**src/rtl/ctrl_pkg.sv**
```systemverilog
// ctrl_pkg: shared opcodes, immediate formats, FSM states and datapath select codes
//   for the multicycle RV32I controller.
package ctrl_pkg;

    localparam logic [6:0] OP_R      = 7'b0110011;
    localparam logic [6:0] OP_I      = 7'b0010011;
    localparam logic [6:0] OP_LOAD   = 7'b0000011;
    localparam logic [6:0] OP_STORE  = 7'b0100011;
    localparam logic [6:0] OP_BRANCH = 7'b1100011;
    localparam logic [6:0] OP_JAL    = 7'b1101111;
    localparam logic [6:0] OP_JALR   = 7'b1100111;
    localparam logic [6:0] OP_LUI    = 7'b0110111;

    localparam logic [2:0] IMM_I = 3'b000;
    localparam logic [2:0] IMM_S = 3'b001;
    localparam logic [2:0] IMM_B = 3'b010;
    localparam logic [2:0] IMM_J = 3'b011;
    localparam logic [2:0] IMM_U = 3'b100;

    localparam logic [3:0] S_FETCH   = 4'd0;
    localparam logic [3:0] S_DECODE  = 4'd1;
    localparam logic [3:0] S_EXEC_R  = 4'd2;
    localparam logic [3:0] S_EXEC_I  = 4'd3;
    localparam logic [3:0] S_ALU_WB  = 4'd4;
    localparam logic [3:0] S_MEM_ADR = 4'd5;
    localparam logic [3:0] S_MEM_RD  = 4'd6;
    localparam logic [3:0] S_LD_WB   = 4'd7;
    localparam logic [3:0] S_MEM_WR  = 4'd8;
    localparam logic [3:0] S_BRANCH  = 4'd9;
    localparam logic [3:0] S_JAL     = 4'd10;
    localparam logic [3:0] S_JALR    = 4'd11;
    localparam logic [3:0] S_JALR_PC = 4'd12;
    localparam logic [3:0] S_JWB     = 4'd13;
    localparam logic [3:0] S_LUI     = 4'd14;

    localparam logic [1:0] SRCA_PC    = 2'b00;
    localparam logic [1:0] SRCA_OLDPC = 2'b01;
    localparam logic [1:0] SRCA_RS1   = 2'b10;
    localparam logic [1:0] SRCB_RS2   = 2'b00;
    localparam logic [1:0] SRCB_IMM   = 2'b01;
    localparam logic [1:0] SRCB_FOUR  = 2'b10;
    localparam logic [1:0] ALU_ADD    = 2'b00;
    localparam logic [1:0] ALU_SUB    = 2'b01;
    localparam logic [1:0] ALU_FUNCT  = 2'b10;
    localparam logic [1:0] RES_ALUOUT = 2'b00;
    localparam logic [1:0] RES_MDR    = 2'b01;
    localparam logic [1:0] RES_ALU    = 2'b10;
    localparam logic [1:0] RES_IMM    = 2'b11;

    typedef struct packed {
        logic       memReq;
        logic       memWrite;
        logic       adrSrc;
        logic       irWrite;
        logic       pcWrite;
        logic       regWrite;
        logic [1:0] aluSrcA;
        logic [1:0] aluSrcB;
        logic [1:0] aluOp;
        logic [1:0] resultSrc;
        logic [2:0] immSrc;
        logic       illegal;
    } ctrl_t;

    // Every supported opcode leaves DECODE for a non-FETCH state, so a FETCH
    // result doubles as the illegal-opcode indication.
    function automatic logic [3:0] decodeNext(input logic [6:0] op);
        case (op)
            OP_R:                decodeNext = S_EXEC_R;
            OP_I:                decodeNext = S_EXEC_I;
            OP_LOAD, OP_STORE:   decodeNext = S_MEM_ADR;
            OP_BRANCH:           decodeNext = S_BRANCH;
            OP_JAL:              decodeNext = S_JAL;
            OP_JALR:             decodeNext = S_JALR;
            OP_LUI:              decodeNext = S_LUI;
            default:             decodeNext = S_FETCH;
        endcase
    endfunction

endpackage

```
**src/rtl/branch_cond.sv**
```systemverilog
// branch_cond: branch-taken decision from funct3 and ALU flags.
//   funct3 in 3 : branch type (000 beq, 001 bne, 100 blt, 101 bge)
//   zero   in 1 : ALU result == 0
//   lt     in 1 : ALU signed less-than
//   taken  out 1: branch condition satisfied (0 for unsupported funct3)
module branch_cond (
    input  logic [2:0] funct3,
    input  logic       zero,
    input  logic       lt,
    output logic       taken
);

    always_comb begin
        taken = (funct3 == 3'b000) ? zero :
                (funct3 == 3'b001) ? !zero :
                (funct3 == 3'b100) ? lt :
                (funct3 == 3'b101) ? !lt : 1'b0;
    end

endmodule

```
**src/rtl/multicycle_controller.sv**
```systemverilog
// multicycle_controller: main FSM of the multicycle RV32I core.
//   clk, rst_n        : clock, asynchronous active-low reset
//   opcode, funct3    : instruction fields from IR
//   zero, lt          : ALU flags for branch resolution
//   mem_ready         : memory completes the current access
//   mem_req/mem_write/adr_src          : memory handshake and address select
//   ir_write/pc_write/reg_write        : state-element enables
//   alu_src_a/alu_src_b/alu_op/result_src/imm_src : datapath selects
//   illegal           : one-cycle pulse on unsupported opcode
module multicycle_controller
    import ctrl_pkg::*;
#(
    parameter int IMM_W   = 3,
    parameter int STATE_W = 4
) (
    input  logic             clk,
    input  logic             rst_n,
    input  logic [6:0]       opcode,
    input  logic [2:0]       funct3,
    input  logic             zero,
    input  logic             lt,
    input  logic             mem_ready,
    output logic             mem_req,
    output logic             mem_write,
    output logic             adr_src,
    output logic             ir_write,
    output logic             pc_write,
    output logic             reg_write,
    output logic [1:0]       alu_src_a,
    output logic [1:0]       alu_src_b,
    output logic [1:0]       alu_op,
    output logic [1:0]       result_src,
    output logic [IMM_W-1:0] imm_src,
    output logic             illegal
);

    logic [STATE_W-1:0] state, nextState;
    ctrl_t              c, ctl;
    logic               taken;

    branch_cond uBranch (.funct3(funct3), .zero(zero), .lt(lt), .taken(taken));

    always_ff @(posedge clk or negedge rst_n) begin
        if (!rst_n) state <= S_FETCH;
        else        state <= nextState;
    end

    always_comb begin
        nextState = S_FETCH;
        case (state)
            S_FETCH:             nextState = mem_ready ? S_DECODE : S_FETCH;
            S_DECODE:            nextState = decodeNext(opcode);
            S_EXEC_R, S_EXEC_I:  nextState = S_ALU_WB;
            S_MEM_ADR:           nextState = (opcode == OP_STORE) ? S_MEM_WR : S_MEM_RD;
            S_MEM_RD:            nextState = mem_ready ? S_LD_WB : S_MEM_RD;
            S_MEM_WR:            nextState = mem_ready ? S_FETCH : S_MEM_WR;
            S_JAL, S_JALR_PC:    nextState = S_JWB;
            S_JALR:              nextState = S_JALR_PC;
            default:             nextState = S_FETCH;
        endcase
    end

    // In FETCH the IR/PC loads wait for mem_ready; BRANCH pc_write follows the
    // live flags. Everything else is a pure function of state and IR opcode.
    always_comb begin
        c = '0;
        case (state)
            S_FETCH: begin
                c.memReq    = 1'b1;
                c.irWrite   = mem_ready;
                c.pcWrite   = mem_ready;
                c.aluSrcB   = SRCB_FOUR;
                c.resultSrc = RES_ALU;
            end
            S_DECODE: begin
                c.aluSrcA = SRCA_OLDPC;
                c.aluSrcB = SRCB_IMM;
                c.immSrc  = IMM_B;
                c.illegal = (decodeNext(opcode) == S_FETCH);
            end
            S_EXEC_R: begin
                c.aluSrcA = SRCA_RS1;
                c.aluOp   = ALU_FUNCT;
            end
            S_EXEC_I: begin
                c.aluSrcA = SRCA_RS1;
                c.aluSrcB = SRCB_IMM;
                c.aluOp   = ALU_FUNCT;
            end
            S_ALU_WB:  c.regWrite = 1'b1;
            S_MEM_ADR: begin
                c.aluSrcA = SRCA_RS1;
                c.aluSrcB = SRCB_IMM;
                c.immSrc  = (opcode == OP_STORE) ? IMM_S : IMM_I;
            end
            S_MEM_RD: begin
                c.memReq = 1'b1;
                c.adrSrc = 1'b1;
            end
            S_LD_WB: begin
                c.resultSrc = RES_MDR;
                c.regWrite  = 1'b1;
            end
            S_MEM_WR: begin
                c.memReq   = 1'b1;
                c.memWrite = 1'b1;
                c.adrSrc   = 1'b1;
            end
            S_BRANCH: begin
                c.aluSrcA = SRCA_RS1;
                c.aluOp   = ALU_SUB;
                c.pcWrite = taken;
            end
            S_JAL: begin
                c.aluSrcA = SRCA_OLDPC;
                c.aluSrcB = SRCB_FOUR;
                c.immSrc  = IMM_J;
                c.pcWrite = 1'b1;
            end
            S_JALR: begin
                c.aluSrcA = SRCA_RS1;
                c.aluSrcB = SRCB_IMM;
            end
            S_JALR_PC: c.pcWrite = 1'b1;
            S_JWB: begin
                c.aluSrcA   = SRCA_OLDPC;
                c.aluSrcB   = SRCB_FOUR;
                c.resultSrc = RES_ALU;
                c.regWrite  = 1'b1;
            end
            S_LUI: begin
                c.immSrc    = IMM_U;
                c.resultSrc = RES_IMM;
                c.regWrite  = 1'b1;
            end
            default: c = '0;
        endcase
    end

    // Reset parks the FSM in FETCH, which would otherwise request memory;
    // gating keeps every output quiet for as long as rst_n is low.
    assign ctl        = rst_n ? c : '0;
    assign mem_req    = ctl.memReq;
    assign mem_write  = ctl.memWrite;
    assign adr_src    = ctl.adrSrc;
    assign ir_write   = ctl.irWrite;
    assign pc_write   = ctl.pcWrite;
    assign reg_write  = ctl.regWrite;
    assign alu_src_a  = ctl.aluSrcA;
    assign alu_src_b  = ctl.aluSrcB;
    assign alu_op     = ctl.aluOp;
    assign result_src = ctl.resultSrc;
    assign imm_src    = ctl.immSrc;
    assign illegal    = ctl.illegal;

endmodule
```
**config.mk**
```make
export PLATFORM = sky130hd
export DESIGN_NAME = multicycle_controller
export DESIGN_NICKNAME = d
export VERILOG_FILES = /design/src/rtl/ctrl_pkg.sv /design/src/rtl/branch_cond.sv /design/src/rtl/multicycle_controller.sv
export SDC_FILE = /design/constraint.sdc
export NUM_CORES = 1
export LEC_CHECK = 0
export BUFFER_PORTS_ARGS = -buffer_cell sky130_fd_sc_hd__clkbuf_2
export CAP_MARGIN = 25
export CELL_PAD_IN_SITES_DETAIL_PLACEMENT = 0
export CELL_PAD_IN_SITES_GLOBAL_PLACEMENT = 2
export CORE_ASPECT_RATIO = 0.8
export CORE_MARGIN = 2
export CORE_UTILIZATION = 22
export CTS_CLUSTER_DIAMETER = 100
export DETAILED_ROUTE_END_ITERATION = 7
export PLACE_DENSITY_LB_ADDON = 0.1
export SETUP_SLACK_MARGIN = 0.1
export SLEW_MARGIN = 20
export SYNTH_ARGS = -nofsm -noshare
export SYNTH_HDL_FRONTEND = slang
export SYNTH_SLANG_ARGS = --single-unit
```
**constraint.sdc**
```tcl
create_clock -name clk -period 1.5 [get_ports clk]
set_input_delay 0.3 -clock clk [delete_from_list [all_inputs] [get_ports clk]]
set_output_delay 0.3 -clock clk [all_outputs]
set_load 0.05 [all_outputs]
```
==> run_results.csv, run 1 <==
group,metric,value,unit
timing,setup_violations,18,
detailed_routing,avgRoutedWirePerCell,13.90,um
layout,top_register,"state",
setup_path,path_max_fanout,6,
timing,max_freq,540.0,MHz
clocking,clkSinkCount,4,
clocking,clockBufferDepth,2,
clocking,tritoncts,"built",
clocking,cts_root_buf,"clkbuf_8",
detailed_routing,drtAntennaViolNets,0,
global_route,grt_pass1_vias,970,
yosys,syn_avg_cell_area,6.563,um^2
timing,setup_tns,-5.024,ns
yosys,synth.most_common_cell,"nand2_1",
timing,skew,0.003058,ns
place,dpl-instance-area,0.001516,mm^2
clocking,worstSkewPairLatency,0.22,ns
timing,fin_crit_sh,1.235,
die,die_area,0.003631,mm^2
die,die-height,54.30,um
yosys,synth_commonest_cells,"nand2_1 (13), nor2_1 (12), a21oi_1 (8)",
global_route,gr-total-overflow,0,
timing,layout_setup_ws,-0.3519,ns
yosys,synth-async-reset-ratio,1.000,
layout,syn2layout_area_growth,166.0,%
setup_path,critical_path_class,"reg2out",
yosys,synthCells,106,
pwr,peakVddDrop,0.0007179,V
timing,tightest_slew,0.2390,ns
setup_path,cp_cell_sequence,"nor2b_4, nand3_2, a21o_1, a41oi_4, buf_12",
job,drv_cap,0,
setup_path,cp.arrival,1.55,ns
global_route,grt_pass1_wl,4.657,mm
layout,final_area,0.001851,mm^2
pwr,power_density,1346,mW/mm^2
yosys,synth-edff-count,0,
global_route,antenna_found_initial,0,
yosys,synth_flop_cell,"dfrtp_1",
setup_path,slowest_stage,"dfrtp_2",
yosys,synth_area,695.7,um^2
yosys,ys_types,36,
timing,finalMaxSlewViolations,0,
yosys,synth_top_area_frac,0.1439,
detailed_routing,via_per_inst,4.964,
global_route,grt_max_degree,13,
status,status,"complete, but fails checks",
clocking,cts_made_buffers,3,
place,hpwl,2.234,mm
detailed_routing,wl,3.113,mm
detailed_routing,drt_first_pass_iters,4,
timing,grt_setup_unrepaired,"yes",
setup_path,cp-end-kind,"output pin",
status,violations,"setup timing",
layout,fillers,260,
die,start_util,0.2271,
pwr,cellLeakagePower,0.8281,nW
pwr,p_total,2.491,mW
setup_path,cpPeakStageDelay,0.47,ns
detailed_routing,drc_errors,0,
clocking,cts_max_level,1,
die,core,0.003063,mm^2
place,port_buffers,32,
clocking,cts_hold_buf,0,
place,globalplace.congestion,0.8897,
detailed_routing,drt_iter0_drc,27,
die,ios,33,
yosys,synth_area_leaders,"dfrtp_1 (14%), nand2_1 (7.0%), nor2_1 (6.5%), a21oi_1 (5.8%), nand2b_1 (5.4%)",
detailed_routing,vias,1112,
setup_path,crit_required,1.20,ns
layout,nNetsFinal,201,
die,placementRows,18,
setup_path,worstSetupStartpointType,"register",
yosys,synth_largest_area_cell,"dfrtp_1",
layout,post_route_cells_drive_above_1_share,0.7337,
yosys,seq_area_frac_synth,0.1439,
timing,slew_headroom,0.8405,
setup_path,path_delay_family,"flip-flops",
yosys,ys_warn_count,0,
die,die_w,66.87,um
yosys,synth_nets,121,
hold_path,hold_path_class,"in2async",
layout,reg.largest.list,"state: 4 flops",
layout,largest_register_ffs,4,
timing,hold_viol,0,
timing,period_needed,1.852,ns
setup_path,worst-path-buf-inv,1,
global_route,gr-usage-all-layers,0.1756,
yosys,ys_ff_latch,4,
clocking,path_clk_slew,0.03,ns
layout,antenna_cells,0,
==> metal layers <==
metal  GRT usage  part of all wire  vias to the layer above
li1            -                 -                      537
met1      0.2613              0.46                      537
met2      0.2567              0.46                       33
met3     0.02675             0.058                        5
met4     0.06122             0.014                        0
met5           0                 0                        -
==> what timing repair did <==
action / 4_1_cts / 5_1_grt
pin swaps: 9 / 7
cloned: 0 / 1
setup endpoints to repair: 19 / 22
gates resized for setup: 35 / 20
buffers inserted: 5 / 7
==> final timing paths <==
check | startpoint | to | slack [ns] | depth (start not counted)
max | state[1] | illegal | -0.35 | 5
min | rst_n | state[1] | 0.19 | 3
max reg2reg | state[1] | state[0] | 0.07 | 6
min reg2reg | state[0] | state[0] | 0.68 | 2
max in group asynchronous | rst_n | state[3] | 1.20 | 3
min in group clk | opcode[5] | state[3] | 0.40 | 2
==> cell families after synthesis <==
family,Yosys count,share of synthesized area
AO/OA/AOI/OAI,29,0.2770
XOR/XNOR,5,0.06295
buffers and inverters,11,0.07193
flip-flops,4,0.1439
multiplexers,1,0.01439
AND/OR/NAND/NOR,56,0.4299
==> layout by cell type (no fill, tap or decap), drive strengths merged, types with 2 or more instances in the layout <==
cell / instances
inv: 4
o22ai: 3
dfrtp: 4
o21ai: 6
o2111ai: 2
xor2: 4
nand2: 13
buf: 67
nor3: 7
nand3: 3
nor2b: 3
nor3b: 2
o211ai: 2
nor2: 12
clkbuf: 18
or2: 2
and2: 3
a21oi: 8
nand2b: 6
==> layout make-up <==
| cell class | instances | area, um^2 | share of cell area |
|---|---|---|---|
| timing repair buffer | 82 | 835.8 | 0.4517 |
| clock buffer | 3 | 41.29 | 0.02231 |
| sequential | 4 | 105.1 | 0.05680 |
| multi-input combinational | 91 | 803.3 | 0.4341 |
| inverter | 4 | 15.01 | 0.008114 |
| tap | 40 | 50.05 | 0.02705 |
==> report_power, final <==
group	internal, mW	total [mW]	switching (mW)	leakage [nW]
Clock	0.172	0.234	0.0621	0.0216
Sequential	0.145	0.217	0.0718	0.0478
Combinational	0.983	2.04	1.06	0.759
Total	1.30	2.49	1.19	0.828
==> metrics by stage <==
| step | cells | hold slack (ns) | utilization | setup WS [ns] |
|---|---|---|---|---|
| 2_1_floorplan | 106 | 0.004409 | - | -0.4452 |
| 3_3_place_gp | 208 | 0.4117 | 0.4951 | -0.2219 |
| 3_5_place_dp | 208 | 0.4037 | 0.4951 | -0.2042 |
| 4_1_cts | 216 | 0.1781 | 0.5600 | -0.3050 |
| 5_1_grt | 224 | 0.2201 | 0.6042 | -0.3879 |
| 6_report | 224 | 0.1857 | 0.6042 | -0.3519 |
==> worst register-to-register path, delay by kind of cell, from the launching register on <==
family	cells	cell delay, ns
compound gates	2	0.20
flops	1	0.47
buf+inv	2	0.32
simple gates	1	0.19
xor+xnor	1	0.17
(Power assumes the default switching activity.)
==> run 2: changes to the inputs <==
--- a/config.mk
+++ b/config.mk
@@ -11,12 +11,13 @@
 export CELL_PAD_IN_SITES_GLOBAL_PLACEMENT = 2
 export CORE_ASPECT_RATIO = 0.8
 export CORE_MARGIN = 2
-export CORE_UTILIZATION = 22
-export CTS_CLUSTER_DIAMETER = 100
+export CORE_UTILIZATION = 23
+export CTS_CLUSTER_DIAMETER = 120
 export DETAILED_ROUTE_END_ITERATION = 7
 export PLACE_DENSITY_LB_ADDON = 0.1
 export SETUP_SLACK_MARGIN = 0.1
 export SLEW_MARGIN = 20
 export SYNTH_ARGS = -nofsm -noshare
 export SYNTH_HDL_FRONTEND = slang
+export SYNTH_HIERARCHICAL = 1
 export SYNTH_SLANG_ARGS = --single-unit
==> run 2 against run 1 <==
  * Sequential share of layout area decreased by 0.22 points
  * Critical endpoint is now pc_write
  * The flow still finishes with violations (setup timing)
  * Utilization increased by 2.9 points
  * Via count increased by 0.36%
  * Design area increased by 4.0%
  * Global-route usage increased by 1.1 points
==> run_results.csv, run 2 <==
group,metric,value,unit
timing,max_freq,537.3,MHz
global_route,gr-usage-all-layers,0.1865,
yosys,ys_types,37,
layout,final_core_util,0.6329,
die,start_util,0.2383,
place,port_buffers,32,
global_route,grt-busiest-layer,"met2",
detailed_routing,avgRoutedWirePerCell,14.46,um
layout,reg.largest.list,"state: 4 flops",
place,dpl-instance-area,0.001556,mm^2
clocking,cts_hold_buf,0,
pwr,peakVddDrop,0.0007493,V
yosys,syn_avg_cell_area,6.771,um^2
die,die_area,0.003618,mm^2
detailed_routing,vias,1116,
pwr,power_density,1429,mW/mm^2
status,violations,"setup timing",
yosys,synth_area_leaders,"dfrtp_1 (14%), nor2_1 (7.8%), nand2b_1 (6.9%), nor2b_1 (4.3%), a21oi_1 (4.1%)",
setup_path,cp_cell_sequence,"nor2_4, nand2_2, a221o_1, a21boi_4, buf_12",
setup_path,cp.arrival,1.56,ns
yosys,synthCells,107,
layout,syn2layout_area_growth,165.6,%
yosys,synth_top_area_frac,0.1382,
layout,final_area,0.001924,mm^2
timing,skew,0.0008485,ns
global_route,grt_max_degree,22,
timing,tightest_slew,0.2765,ns
timing,slew_headroom,0.8153,
pwr,cellLeakagePower,0.8519,nW
setup_path,worstSetupStartpointType,"register",
global_route,gr-total-overflow,0,
setup_path,crit_required,1.20,ns
timing,finalMaxSlewViolations,0,
layout,layout_common_cells,"buf_4 (44), clkbuf_2 (14), buf_12 (13)",
global_route,grt.met3_usage,0.02929,
yosys,ys_warn_count,6,
setup_path,cpPeakStageDelay,0.48,ns
timing,setup_tns,-5.081,ns
detailed_routing,drtAntennaViolNets,0,
clocking,tritoncts,"built",
layout,top_register,"state",
global_route,grtUsageMet1,0.2509,
layout,nNetsFinal,203,
layout,antenna_cells,0,
clocking,clkSinkCount,4,
detailed_routing,drt_iter0_drc,45,
detailed_routing,wl,3.282,mm
yosys,synth-edff-count,0,
timing,hold_viol,0,
status,status,"complete, but fails checks",
yosys,synth_commonest_cells,"nor2_1 (15), nand2b_1 (8), nand2_1 (7)",
yosys,seq_area_frac_synth,0.1382,
clocking,clockBufferDepth,2,
clocking,cts_max_level,1,
clocking,cts_root_buf,"clkbuf_8",
job,drv_cap,0,
yosys,synth_area,724.4,um^2
die,ios,33,
die,core,0.003040,mm^2
yosys,ys_ff_latch,4,
yosys,synth.most_common_cell,"nor2_1",
global_route,grt_use_met2,0.3267,
timing,layout_setup_ws,-0.3611,ns
layout,final_common_cell,"buf_4",
layout,regArea,105.1,um^2
yosys,synth_flop_cell,"dfrtp_1",
yosys,synth_nets,122,
clocking,cts_made_buffers,3,
timing,setup_violations,19,
setup_path,critical_path_class,"reg2out",
global_route,antenna_found_initial,0,
timing,fin_crit_sh,1.241,
layout,post_route_cells_drive_above_1_share,0.7594,
global_route,grt_pass1_vias,1064,
clocking,worstSkewPairLatency,0.22,ns
detailed_routing,via_per_inst,4.916,
place,hpwl,2.197,mm
setup_path,reg2reg_setup_slack,-0.07,ns
place,globalplace.congestion,0.8285,
global_route,grt_pass1_wl,5.099,mm
die,placementRows,18,
layout,multiInputGateArea,872.1,um^2
hold_path,hold_path_class,"in2async",
setup_path,slowest_stage,"dfrtp_2",
die,die-height,54.20,um
die,die_w,66.75,um
yosys,synth_largest_area_cell,"dfrtp_1",
setup_path,path_max_fanout,7,
yosys,synth-async-reset-ratio,1.000,
layout,largest_register_ffs,4,
layout,fillers,255,
clocking,path_clk_slew,0.04,ns
detailed_routing,drc_errors,0,
timing,grt_setup_unrepaired,"yes",
timing,period_needed,1.861,ns
detailed_routing,drt_first_pass_iters,4,
setup_path,cp-end-kind,"output pin",
-- run 2: cell count changes in the layout (fill, tap and decap cells not counted), moves of 3 or more --
cell,previous run,this run
nand2_1,8,3
a21boi_4,0,3
nor3_4,5,1
buf_8,7,3
nor2_4,4,7
buf_4,41,44
-- run 2: layout make-up --
type | count | area share
Multi-Input combinational cell | 93 | 0.4532
Timing Repair Buffer | 84 | 0.4350
Sequential cell | 4 | 0.05462
Tap cell | 40 | 0.02601
Clock buffer | 4 | 0.02341
Inverter | 2 | 0.007802
-- run 2: metal layers --
layer / up-vias / part of all wire
met3: 9 / 0.032
met4: 0 / 0.021
li1: 549 / -
met5: - / 0
met2: 23 / 0.50
met1: 535 / 0.44
-- run 2: timing repair --
action | in CTS | in global routing
setup buffers | 6 | 6
pin swaps | 10 | 10
gates cloned | 0 | 0
gates resized for setup | 30 | 28
endpoints found under the setup margin | 21 | 20
-- run 2: path summary, 6_finish.rpt --
kind,start,to,cells past startpoint
worst max-delay path,state[3],pc_write,5
worst min-delay path,rst_n,state[0],2
worst max register to register,state[1],state[0],7
worst min register to register,state[0],state[0],3
max in group asynchronous,rst_n,state[3],2
min in group clk,opcode[3],state[0],4
-- run 2: per-stage QoR --
stage	std cells	total power, mW	hold WS, ns	worst slack (ns)
after global placement	212	1.967	0.2398	-0.2264
final	227	2.750	0.01091	-0.3611
after global routing	227	2.900	0.01008	-0.4117
after detailed placement	212	1.975	0.2445	-0.2539
after floorplan	107	1.327	0.004409	-0.1755
after CTS	222	2.485	0.01522	-0.3545
-- run 2: power breakdown --
| part | internal (mW) | leakage [nW] | switching (mW) |
|---|---|---|---|
| combinational | 1.14 | 0.781 | 1.13 |
| sequential | 0.144 | 0.0479 | 0.0781 |
| clock | 0.183 | 0.0228 | 0.0745 |
-- run 2: critical path, delay by kind of cell (launching register included) --
kind	cells	cell delay, ns
AO/OA/AOI/OAI	2	0.51
flip-flops	1	0.48
AND/OR/NAND/NOR	2	0.20
buffers and inverters	1	0.15
-- run 2: logic make-up after synthesis --
logic type | synth area share
AND/OR/NAND/NOR | 0.4525
AO/OA/AOI/OAI | 0.2539
buffers and inverters | 0.06391
XOR/XNOR | 0.04837
flip-flops | 0.1382
multiplexers | 0.04318
